==> src/rtl/psum_out_seq_ctrl_pkg.sv <==
// Shared types for the psum output sequencer, its counters and the packer.
// Holds the default widths, the state encoding and the layer operation codes.
package psum_out_seq_ctrl_pkg;

  localparam int SEQ_CH_W  = 9;
  localparam int SEQ_PIX_W = 16;
  localparam int SEQ_CNT_W = SEQ_CH_W + SEQ_PIX_W;

  typedef enum logic [1:0] {
    OP_CONV   = 2'd0,
    OP_DWCONV = 2'd1,
    OP_POOL   = 2'd2,
    OP_FC     = 2'd3
  } op_e;

  typedef enum logic [2:0] {
    ST_IDLE   = 3'd0,
    ST_RUN    = 3'd1,
    ST_FLUSH  = 3'd2,
    ST_FINISH = 3'd3,
    ST_DONE   = 3'd4
  } seq_state_e;

endpackage

==> src/rtl/psum_out_seq_ctrl_if.sv <==
// Bundles the sequencer's layer config, PE-side intake and packer-side outputs.
// master is the sequencer's view; slave is the view of whatever surrounds it.
interface psum_out_seq_ctrl_if
  import psum_out_seq_ctrl_pkg::*;
#(
  parameter int CH_W  = SEQ_CH_W,
  parameter int PIX_W = SEQ_PIX_W,
  parameter int CNT_W = SEQ_CNT_W
);

  logic             cfg_start;
  logic [1:0]       cfg_operation;
  logic [CH_W-1:0]  cfg_out_ch;
  logic [PIX_W-1:0] cfg_out_pix;
  logic             abort;
  logic             fifo_afull;
  logic             src_valid;
  logic             src_data;
  logic             src_ready;
  logic             pk_in_valid;
  logic             pk_in_data;
  logic             pk_layer_finish;
  logic [1:0]       pk_operation;
  logic [CH_W-1:0]  pk_out_ch_size;
  logic             busy;
  logic             done;
  logic [CNT_W-1:0] bits_sent;

  modport master (
    input  cfg_start, cfg_operation, cfg_out_ch, cfg_out_pix,
    input  abort, fifo_afull, src_valid, src_data,
    output src_ready, pk_in_valid, pk_in_data, pk_layer_finish,
    output pk_operation, pk_out_ch_size, busy, done, bits_sent
  );

  modport slave (
    output cfg_start, cfg_operation, cfg_out_ch, cfg_out_pix,
    output abort, fifo_afull, src_valid, src_data,
    input  src_ready, pk_in_valid, pk_in_data, pk_layer_finish,
    input  pk_operation, pk_out_ch_size, busy, done, bits_sent
  );

endinterface

==> src/rtl/psum_out_seq_ctrl_counter.sv <==
// Nested channel/pixel counter: ch wraps at ch_max_i, pix steps on each ch wrap.
// last_o flags the beat that closes the layer; both counters return to 0 on it.
module psum_ch_pix_counter
  import psum_out_seq_ctrl_pkg::*;
#(
  parameter int CH_W  = SEQ_CH_W,
  parameter int PIX_W = SEQ_PIX_W
) (
  input  logic             clk,
  input  logic             rst_n,
  input  logic             clear_i,
  input  logic             step_i,
  input  logic [CH_W-1:0]  ch_max_i,
  input  logic [PIX_W-1:0] pix_max_i,
  output logic             last_o
);

  logic [CH_W-1:0]  ch_cnt_q, ch_cnt_d;
  logic [PIX_W-1:0] pix_cnt_q, pix_cnt_d;
  logic             ch_wrap;

  assign ch_wrap = (ch_cnt_q == ch_max_i);
  assign last_o  = ch_wrap && (pix_cnt_q == pix_max_i);

  always_comb begin
    ch_cnt_d  = ch_cnt_q;
    pix_cnt_d = pix_cnt_q;
    if (clear_i) begin
      ch_cnt_d  = '0;
      pix_cnt_d = '0;
    end else if (step_i) begin
      if (ch_wrap) begin
        ch_cnt_d  = '0;
        pix_cnt_d = last_o ? '0 : pix_cnt_q + PIX_W'(1);
      end else begin
        ch_cnt_d  = ch_cnt_q + CH_W'(1);
      end
    end
  end

  always_ff @(posedge clk or negedge rst_n) begin
    if (!rst_n) begin
      ch_cnt_q  <= '0;
      pix_cnt_q <= '0;
    end else begin
      ch_cnt_q  <= ch_cnt_d;
      pix_cnt_q <= pix_cnt_d;
    end
  end

endmodule

==> src/rtl/psum_out_seq_ctrl.sv <==
// Layer sequencer between the PE array psum output and the psum packer.
// Forwards accepted psum bits one cycle late, then emits layer_finish and done.
module psum_out_seq_ctrl
  import psum_out_seq_ctrl_pkg::*;
#(
  parameter int CH_W  = SEQ_CH_W,
  parameter int PIX_W = SEQ_PIX_W,
  parameter int CNT_W = SEQ_CNT_W
) (
  input  logic                clk,
  input  logic                rst_n,
  psum_out_seq_ctrl_if.master bus
);

  seq_state_e       state_q, state_d;
  op_e              op_q, op_d;
  logic [CH_W-1:0]  out_ch_q, out_ch_d;
  logic [PIX_W-1:0] out_pix_q, out_pix_d;
  logic [CNT_W-1:0] bits_q, bits_d;
  logic             pk_valid_q, pk_valid_d;
  logic             pk_data_q, pk_data_d;

  logic             start_ok;
  logic             empty_cfg;
  logic             src_ready;
  logic             handshake;
  logic             last_beat;

  assign start_ok  = (state_q == ST_IDLE) && bus.cfg_start;
  assign empty_cfg = (bus.cfg_out_ch == '0) || (bus.cfg_out_pix == '0);
  assign src_ready = (state_q == ST_RUN) && !bus.fifo_afull;
  assign handshake = src_ready && bus.src_valid;

  psum_ch_pix_counter #(
    .CH_W  (CH_W),
    .PIX_W (PIX_W)
  ) u_ch_pix_cnt (
    .clk       (clk),
    .rst_n     (rst_n),
    .clear_i   (start_ok),
    .step_i    (handshake),
    .ch_max_i  (out_ch_q - CH_W'(1)),
    .pix_max_i (out_pix_q - PIX_W'(1)),
    .last_o    (last_beat)
  );

  // An abort that coincides with a handshake still routes through FLUSH so the
  // forwarded bit never lands in the same cycle as layer_finish.
  always_comb begin
    state_d = state_q;
    unique case (state_q)
      ST_IDLE: begin
        if (bus.cfg_start) state_d = empty_cfg ? ST_FINISH : ST_RUN;
      end
      ST_RUN: begin
        if (handshake && last_beat) state_d = ST_FLUSH;
        else if (bus.abort)         state_d = handshake ? ST_FLUSH : ST_FINISH;
      end
      ST_FLUSH:  state_d = ST_FINISH;
      ST_FINISH: state_d = ST_DONE;
      ST_DONE:   state_d = ST_IDLE;
      default:   state_d = ST_IDLE;
    endcase
  end

  always_comb begin
    op_d       = op_q;
    out_ch_d   = out_ch_q;
    out_pix_d  = out_pix_q;
    bits_d     = bits_q;
    pk_valid_d = handshake;
    pk_data_d  = handshake && bus.src_data;
    if (start_ok) begin
      op_d      = op_e'(bus.cfg_operation);
      out_ch_d  = bus.cfg_out_ch;
      out_pix_d = bus.cfg_out_pix;
      bits_d    = '0;
    end else if (handshake && (bits_q != '1)) begin
      bits_d    = bits_q + CNT_W'(1);
    end
  end

  always_ff @(posedge clk or negedge rst_n) begin
    if (!rst_n) begin
      state_q    <= ST_IDLE;
      op_q       <= OP_CONV;
      out_ch_q   <= '0;
      out_pix_q  <= '0;
      bits_q     <= '0;
      pk_valid_q <= 1'b0;
      pk_data_q  <= 1'b0;
    end else begin
      state_q    <= state_d;
      op_q       <= op_d;
      out_ch_q   <= out_ch_d;
      out_pix_q  <= out_pix_d;
      bits_q     <= bits_d;
      pk_valid_q <= pk_valid_d;
      pk_data_q  <= pk_data_d;
    end
  end

  assign bus.src_ready       = src_ready;
  assign bus.pk_in_valid     = pk_valid_q;
  assign bus.pk_in_data      = pk_data_q;
  assign bus.pk_layer_finish = (state_q == ST_FINISH);
  assign bus.pk_operation    = op_q;
  assign bus.pk_out_ch_size  = out_ch_q;
  assign bus.busy            = (state_q != ST_IDLE);
  assign bus.done            = (state_q == ST_DONE);
  assign bus.bits_sent       = bits_q;

endmodule
==> src/flat_wrapper.sv <==
// flat-port wrapper written by rule: the top's interface ports become plain ports
module psum_out_seq_ctrl_flat import psum_out_seq_ctrl_pkg::*;
#(
  parameter int CH_W  = SEQ_CH_W,
  parameter int PIX_W = SEQ_PIX_W,
  parameter int CNT_W = SEQ_CNT_W
)
  (clk, rst_n, bus_cfg_start, bus_cfg_operation, bus_cfg_out_ch, bus_cfg_out_pix, bus_abort, bus_fifo_afull, bus_src_valid, bus_src_data, bus_src_ready, bus_pk_in_valid, bus_pk_in_data, bus_pk_layer_finish, bus_pk_operation, bus_pk_out_ch_size, bus_busy, bus_done, bus_bits_sent);
  psum_out_seq_ctrl_if #(.CH_W(CH_W), .PIX_W(PIX_W), .CNT_W(CNT_W)) bus_i ();
  input  logic clk;
  input  logic rst_n;
  input wire logic [$bits(bus_i.cfg_start)-1:0] bus_cfg_start;
  input wire logic [$bits(bus_i.cfg_operation)-1:0] bus_cfg_operation;
  input wire logic [$bits(bus_i.cfg_out_ch)-1:0] bus_cfg_out_ch;
  input wire logic [$bits(bus_i.cfg_out_pix)-1:0] bus_cfg_out_pix;
  input wire logic [$bits(bus_i.abort)-1:0] bus_abort;
  input wire logic [$bits(bus_i.fifo_afull)-1:0] bus_fifo_afull;
  input wire logic [$bits(bus_i.src_valid)-1:0] bus_src_valid;
  input wire logic [$bits(bus_i.src_data)-1:0] bus_src_data;
  output wire logic [$bits(bus_i.src_ready)-1:0] bus_src_ready;
  output wire logic [$bits(bus_i.pk_in_valid)-1:0] bus_pk_in_valid;
  output wire logic [$bits(bus_i.pk_in_data)-1:0] bus_pk_in_data;
  output wire logic [$bits(bus_i.pk_layer_finish)-1:0] bus_pk_layer_finish;
  output wire logic [$bits(bus_i.pk_operation)-1:0] bus_pk_operation;
  output wire logic [$bits(bus_i.pk_out_ch_size)-1:0] bus_pk_out_ch_size;
  output wire logic [$bits(bus_i.busy)-1:0] bus_busy;
  output wire logic [$bits(bus_i.done)-1:0] bus_done;
  output wire logic [$bits(bus_i.bits_sent)-1:0] bus_bits_sent;
  assign bus_i.cfg_start = bus_cfg_start;
  assign bus_i.cfg_operation = bus_cfg_operation;
  assign bus_i.cfg_out_ch = bus_cfg_out_ch;
  assign bus_i.cfg_out_pix = bus_cfg_out_pix;
  assign bus_i.abort = bus_abort;
  assign bus_i.fifo_afull = bus_fifo_afull;
  assign bus_i.src_valid = bus_src_valid;
  assign bus_i.src_data = bus_src_data;
  assign bus_src_ready = bus_i.src_ready;
  assign bus_pk_in_valid = bus_i.pk_in_valid;
  assign bus_pk_in_data = bus_i.pk_in_data;
  assign bus_pk_layer_finish = bus_i.pk_layer_finish;
  assign bus_pk_operation = bus_i.pk_operation;
  assign bus_pk_out_ch_size = bus_i.pk_out_ch_size;
  assign bus_busy = bus_i.busy;
  assign bus_done = bus_i.done;
  assign bus_bits_sent = bus_i.bits_sent;
  psum_out_seq_ctrl #(.CH_W(CH_W), .PIX_W(PIX_W), .CNT_W(CNT_W)) u_core (.clk(clk), .rst_n(rst_n), .bus(bus_i));
endmodule
==> config.mk <==
export PLATFORM = sky130hd
export DESIGN_NAME = psum_out_seq_ctrl_flat
export DESIGN_NICKNAME = d
export VERILOG_FILES = /design/src/rtl/psum_out_seq_ctrl_pkg.sv /design/src/rtl/psum_out_seq_ctrl_if.sv /design/src/rtl/psum_out_seq_ctrl_counter.sv /design/src/rtl/psum_out_seq_ctrl.sv /design/src/flat_wrapper.sv
export SDC_FILE = /design/constraint.sdc
export NUM_CORES = 1
export LEC_CHECK = 0
export ABC_AREA = 1
export BUFFER_PORTS_ARGS = -buffer_cell sky130_fd_sc_hd__buf_2
export CAP_MARGIN = 10
export CORE_MARGIN = 2
export CORE_UTILIZATION = 52
export DETAILED_ROUTE_END_ITERATION = 10
export PLACE_DENSITY = 0.76
export SYNTH_ARGS = -nofsm -noshare
export SYNTH_HDL_FRONTEND = slang
export SYNTH_HIERARCHICAL = 1
export SYNTH_SLANG_ARGS = --single-unit
==> constraint.sdc <==
create_clock -name clk -period 2.31 [get_ports clk]
set_input_delay 0.1155 -clock clk [delete_from_list [all_inputs] [get_ports clk]]
set_output_delay 0.1155 -clock clk [all_outputs]
set_load 0.01 [all_outputs]
**Word-level counts from Yosys, hierarchy flattened**

Index checks and enable logic that the tools add are counted.

- Muxes and demuxes: 15
- Add/subtract/negate cells: 5
- Equal/unequal tests: 9
- Reduce and logical (&&, ||, !) cells: 18

Operators with widths:

| kind | number |
|---|---|
| 16-bit 2-to-1 mux | 4 |
| 25-bit 2-to-1 mux | 2 |
| 9-bit 2-to-1 mux | 3 |
| 25-bit by 1-bit adder with 25-bit output (second input constant) | 1 |
| 25-bit inequality test (second input constant) | 1 |
| 16-bit by 1-bit adder with 16-bit output (second input constant) | 1 |
| 16-bit equality test | 1 |
| 16-bit logical NOT | 1 |
| 16-bit by 1-bit subtractor with 16-bit output (second input constant) | 1 |
| 3-bit case mux with 4 select lines | 1 |
| 9-bit by 1-bit adder with 9-bit output (second input constant) | 1 |
| 9-bit equality test | 1 |
| 9-bit logical NOT | 1 |
| 3-bit 2-to-1 mux | 3 |
| 9-bit by 1-bit subtractor with 9-bit output (second input constant) | 1 |
| 1-bit logical AND | 7 |
| 3-bit by 2-bit equality test with 1-bit output (second input constant) | 2 |
| 2-bit nonzero test | 3 |
| 2-bit AND reduction | 2 |
| 3-bit by 1-bit equality test with 1-bit output (second input constant) | 1 |
| 3-bit equality test (second input constant) | 1 |
| 3-bit logical NOT | 1 |
| 3-bit inequality test (second input constant) | 1 |
| 3-bit nonzero test | 1 |
| 5 further kinds | 5 |

- Output and inout port bits: 42
- Input bits: 34
- Register bits: 82
- Logic and storage cells: 56

**Logic depth before layout (Yosys ltp)**

- Word-level depth: 7
- Mapped depth: 19
- Mapped depth without buffers: 19

**By module**

The synthesis kept the hierarchy.

By module, submodules not included:

| module | cells an instance | instances | area each (um^2) | sequential area each (um^2) |
|---|---|---|---|---|
| psum_out_seq_ctrl | 473 | 1 | 3425.8 | 1426.4 |
| psum_ch_pix_counter | 279 | 1 | 1831.8 | 625.6 |

**Least setup slack after synthesis**

OpenSTA, ideal clock, no wires.

- Kind: reg2reg
- Start point: register u_core.out_pix_q[0]
- End point: register u_core.state_q[0]
- Arrival time: 2.255 ns
- Cell stages (with the launch flop): 20
- Required time: 2.227 ns
- Library setup time: 0.083 ns
- Path slack: -0.027 ns
- Buffers on the path: 0
- Clock period less this slack: 2.337 ns
- Cells stage by stage: dfrtp_1 -> inv_1 -> ha_1 -> nand3b_1 -> nor2_1 -> nand3_1 -> nor2_1 -> xor2_1 -> nand2_1 -> inv_1 -> nor2_1 -> nor2_1 -> nand2_1 -> nor2_1 -> nand3_1 -> inv_1 -> nand2_1 -> nand2_1 -> o21ai_0 -> o21ai_0

- Longest elaborated chain between the ends: 6
- Elaborated cells between the ends (all ways): 8
- Classes of those cells: 1 x add/sub; 2 x eq/ne; 2 x mux; 3 x reduce/logical

RTL lines:

| what | line | source |
|---|---|---|
| from (decl) | psum_out_seq_ctrl.sv:18 | `logic [PIX_W-1:0] out_pix_q, out_pix_d;` |
| from (signal assigned) | psum_out_seq_ctrl.sv:96 | `out_pix_q <= out_pix_d;` |
| 16-bit by 1-bit subtractor with 16-bit output (*) | psum_out_seq_ctrl.sv:43 | `.pix_max_i (out_pix_q - PIX_W'(1)),` |
| 16-bit equality test (*) | psum_out_seq_ctrl_counter.sv:23 | `assign last_o = ch_wrap && (pix_cnt_q == pix_max_i);` |
| 1-bit logical AND (*) | psum_out_seq_ctrl_counter.sv:23 |  |
| via u_core.last_beat | psum_out_seq_ctrl.sv:27 | `logic last_beat;` |
| 1-bit logical AND (*) | psum_out_seq_ctrl.sv:56 | `if (handshake && last_beat) state_d = ST_FLUSH;` |
| 3-bit 2-to-1 mux / 3-bit inequality test (equally long branches) | - |  |
| 3-bit case mux with 4 select lines / 2-bit AND reduction (equally long branches) | - |  |
| to (signal assigned) | psum_out_seq_ctrl.sv:93 | `state_q <= state_d;` |
| to (decl) | psum_out_seq_ctrl.sv:15 | `seq_state_e state_q, state_d;` |

Mark *: on every way through the listed nets, which the timed path passes. The rest lies on a longest branch.
A chain may end at the register's enable or synchronous reset.

**Worst setup path after layout**

- Start point: register u_core.out_pix_q[0]
- End point: register u_core.u_ch_pix_cnt.pix_cnt_q[9]

- Longest elaborated chain between the ends: 7

RTL lines:

| what | line | source |
|---|---|---|
| 16-bit by 1-bit subtractor with 16-bit output | psum_out_seq_ctrl.sv:43 |  |
| 16-bit equality test | psum_out_seq_ctrl_counter.sv:23 |  |
| 1-bit logical AND | psum_out_seq_ctrl_counter.sv:23 |  |
| 16-bit 2-to-1 mux | psum_out_seq_ctrl_counter.sv:34 | `pix_cnt_d = last_o ? '0 : pix_cnt_q + PIX_W'(1);` |
| 16-bit 2-to-1 mux | psum_out_seq_ctrl_counter.sv:32 | `if (ch_wrap) begin` |
| 16-bit 2-to-1 mux | psum_out_seq_ctrl_counter.sv:31 | `end else if (step_i) begin` |
| 16-bit 2-to-1 mux | psum_out_seq_ctrl_counter.sv:28 | `if (clear_i) begin` |
| to (signal assigned) | psum_out_seq_ctrl_counter.sv:47 | `pix_cnt_q <= pix_cnt_d;` |
| to (decl) | psum_out_seq_ctrl_counter.sv:19 | `logic [PIX_W-1:0] pix_cnt_q, pix_cnt_d;` |

Every way passes these cells. The select of a mux whose other input is x is not followed.

==> metrics.md <==
| Metric | Value |
|---|---|
| Status | finished, violations left |
| Failing checks | setup timing |
| Mapped Cells | 752 |
| Pre-CTS setup slack | -141 ps |
| Input/output buffers | 75 |
| Area added between synthesis and finish | 22.7% |
| Hold Path Sink | u_core/out_pix_q[7]$_DFFE_PN0P_ |
| Tmin final | ~2300 ps |
| Crit start category | flop |
| Slew Viols, Final | 0 |
| Worst hold path class | in -> reg |
| Worst-Margin Slew | 606 ps |
| Post-synthesis cell area | approximately 5300 um^2 |
| Crit path required time | roughly 2600 ps |
| Syn Area/Cell | 6.99 um^2 |
| DP Wirelength | ~9500 um |
| Total Neg Setup Slack | -179 ps |
| Detailed-route wire length | 13400 um |
| Die X | 105 um |
| Crit-path max FO | 7 |
| Worst R2R Start | u_core/out_pix_q[0]$_DFFE_PN0P_ |
| Clock tree sinks | 82 |
| DRT Pass-1 Iters | 5 |
| CTS tree | built |
| Total Routing Usage GR | approximately a quarter |
| Num rows | 36 |
| Initial Utilization | a little over half |
| CP endpoint kind | flop |
| RSZ-0062 raised after global routing | yes |
| CTS Buf Count | 9 |
| # DRC | 0 |
| Largest net degree at the start of global routing | between 60 and 70 |
| Fill cells | ~850 |
| Vias in the first global route | around 5000 |
| Hold_ws | between 20 and 25 ps |
| Tot Pwr | roughly 6.2 mW |
| Period utilisation layout | 101% |
| Die height | 105 um |
| Global-route wire length before repair | between 20000 and 25000 um |
| Antenna violations before repair | 0 |
| Die footprint | roughly 11000 um^2 |
| Min-Delay Startpoint | bus_cfg_out_pix[7] |
| Placer congestion estimate | ~0.95 |
| Clk_skew | approximately 15 ps |
| Clk root buf | clkbuf_8 |
| Max Clk Rate | 427 MHz |
| R2r worst-path depth | 17 |
| Wire per inst | 13.2 um |
| Slew HR | 59.6% |
| #FFs+latches synth | 82 |
| Detailed Route Iter0 Violations | 292 |
| Dpl cells | between 900 and 1000 |
| Crit path DAT | around 2600 ps |
| Routed vias | between 5000 and 6000 |
| Final setup vio count | 9 |
| Layout cells sized above 1 | 20.0% |
| Sequential area share after synthesis | between 30% and 40% |
| Flop-to-flop setup slack | -30 ps |
| Leak Pwr | approximately 3.4 nW |
| Net Count, Synth | 791 |
| YS warnings | 6 |
| DRT antenna net count | 0 |
| Clk pin slew, worst setup/hold paths | around 90 ps |
| N_diodes | 0 |
| Worst VDD drop | ~0.00053 V |
| I/O pin count | 76 |
| Reg-to-reg endpoint | u_core/u_ch_pix_cnt/pix_cnt_q[9]$_DFFE_PN0P_ |
| # Max-Cap Violations | 0 |
| Slack of the critical path | -31.9 ps |
| Fin cells | 1010 |
| Final Hold Violating Endpoints | 0 |
| Clock Latency Late Sink | 370 ps |
| Area of the core | 9770 um^2 |
| PD cells | ~960 nW/um^2 |
| Fin nets | 911 |
| Total grt overflow | 0 |
| Hold Path Depth | 3 |
| Max Root-Sink Buffers | 2 |
| Routed vias/inst | about 5 |
| Synth cell types | 34 |
| Critical path class | reg -> reg |
| H-tree levels | 3 |
[cells in the mapped netlist]
master,count,share of area (%)
a21oi_1,6,0.57
nand4_1,27,3.2
o21bai_4,1,0.36
nor2_4,1,0.21
nor3b_1,2,0.29
o21bai_1,2,0.29
nor2_8,2,0.76
nor2_1,92,6.6
buf_4,2,0.29
clkbuf_1,2,0.14
nand2_1,261,19
nand3b_1,5,0.71
nor2_2,5,0.59
buf_6,3,0.64
o21ai_1,6,0.57
o21ai_0,32,3.0
a21oi_4,1,0.31
or2_2,1,0.12
inv_2,4,0.29
xor2_1,41,6.8
nand2_4,1,0.21
buf_1,3,0.21
dfrtp_1,82,39
ha_1,5,1.2
inv_1,90,6.4
buf_2,5,0.48
nor3_1,9,0.86
inv_4,1,0.12
o22ai_1,1,0.12
nand3_1,41,3.9
xnor2_1,13,2.2
nand2_2,2,0.24
nor4_1,2,0.24
nand3b_4,1,0.38
[layout make-up]
| class | count | area, um^2 | share of cell area, % |
|---|---|---|---|
| Multi-Input combinational cell | 560 | 2870 | 44.4 |
| Sequential cell | 82 | 2050 | 31.8 |
| Timing Repair Buffer | 124 | 806 | 12.5 |
| Inverter | 95 | 359 | 5.57 |
| Tap cell | 133 | 166 | 2.58 |
| Clock buffer | 9 | 124 | 1.92 |
| Clock inverter | 7 | 77.6 | 1.20 |
[repair_timing]
action,CTS,global route
buffers inserted,4,4
endpoints found under the setup margin,13,25
hold endpoints to repair,58,0
hold buffers,16,0
gates resized for setup,18,22
pin swaps,18,8
[per-layer routing]
layer  track usage, %  vias up  part of all wire, %
li1                 -     2579                    -
met1             31.3     2429                   42
met2             44.6      152                   52
met3             4.12       22                  4.5
met4             9.65        0                  2.1
met5                0        -                    0
[state kept, by name (all words and copies together), names as in the netlist]
signal / count
u_core/u_ch_pix_cnt/pix_cnt_q: 16
u_core/u_ch_pix_cnt/ch_cnt_q: 9
u_core/bus.pk_operation: 2
u_core/out_pix_q: 16
u_core/bus.pk_in_data: 1
u_core/bus.bits_sent: 25
u_core/bus.pk_out_ch_size: 9
u_core/bus.pk_in_valid: 1
u_core/state_q: 3
[power breakdown]
group / switching (mW) / leakage, nW / internal [mW]
Combinational: 1.75 / 2.17 / 1.24
Sequential: 0.379 / 1.09 / 1.75
Clock: 0.564 / 0.0998 / 0.506
Total: 2.70 / 3.36 / 3.49
[worst max path at each step]
stage,slack [ps],depth (start not counted),startpoint,to
2_1_floorplan,10,19,u_core/out_pix_q[0]$_DFFE_PN0P_,u_core/state_q[0]$_DFFE_PN0P_
3_3_place_gp,-20,19,u_core/out_pix_q[0]$_DFFE_PN0P_,u_core/state_q[0]$_DFFE_PN0P_
3_5_place_dp,-140,19,u_core/out_pix_q[0]$_DFFE_PN0P_,u_core/state_q[0]$_DFFE_PN0P_
4_1_cts,-6,19,u_core/out_pix_q[1]$_DFFE_PN0P_,u_core/state_q[0]$_DFFE_PN0P_
5_1_grt,-240,18,u_core/out_pix_q[3]$_DFFE_PN0P_,u_core/state_q[0]$_DFFE_PN0P_
6_report,-30,17,u_core/out_pix_q[0]$_DFFE_PN0P_,u_core/u_ch_pix_cnt/pix_cnt_q[9]$_DFFE_PN0P_
[per-stage QoR]
stage / utilization, % / instance area (um^2)
CTS: 65.1 / 6370
floorplan: - / 5260
detailed placement: 60.5 / 5920
finish: 66.0 / 6450
global placement: 60.5 / 5920
global route: 66.0 / 6450
[cell usage in the layout, fill, tap and decap left out, drive strengths merged, types with 6 or more instances in the layout]
master and count:
xnor2 13, nor3 9, nand4 27, o21ai 38, dlygate4sd3 16, nor2 100
buf 108, a21oi 7, nand2 264, dfrtp 82, xor2 41, nand3b 6
clkbuf 9, inv 96, nand3 41
[worst max-delay path, cell delays in order (launching register included)]
cell and delay (ps):
dfrtp_1 410, inv_2 80, ha_4 130, nand3b_1 120, nor2_2 160, nand3_2 100
nor2_2 130, xor2_1 200, buf_4 140, nor2_2 30, nor2_1 100, nor2_1 50
nand2_1 70, nor2_2 40, nand2_1 60, nand4_1 120, buf_4 200, o21ai_1 120
[cells by family (layout without fill, tap and decap cells)]
logic type	after synthesis	after routing	synth area share (%)
flops	82	82	39.0
xor+xnor	54	54	9.00
fa+ha+maj	5	5	1.19
simple gates	452	452	36.9
compound gates	49	49	5.26
buf+inv	110	235	8.59
Note: power is estimated with default switching activity, not from simulation.
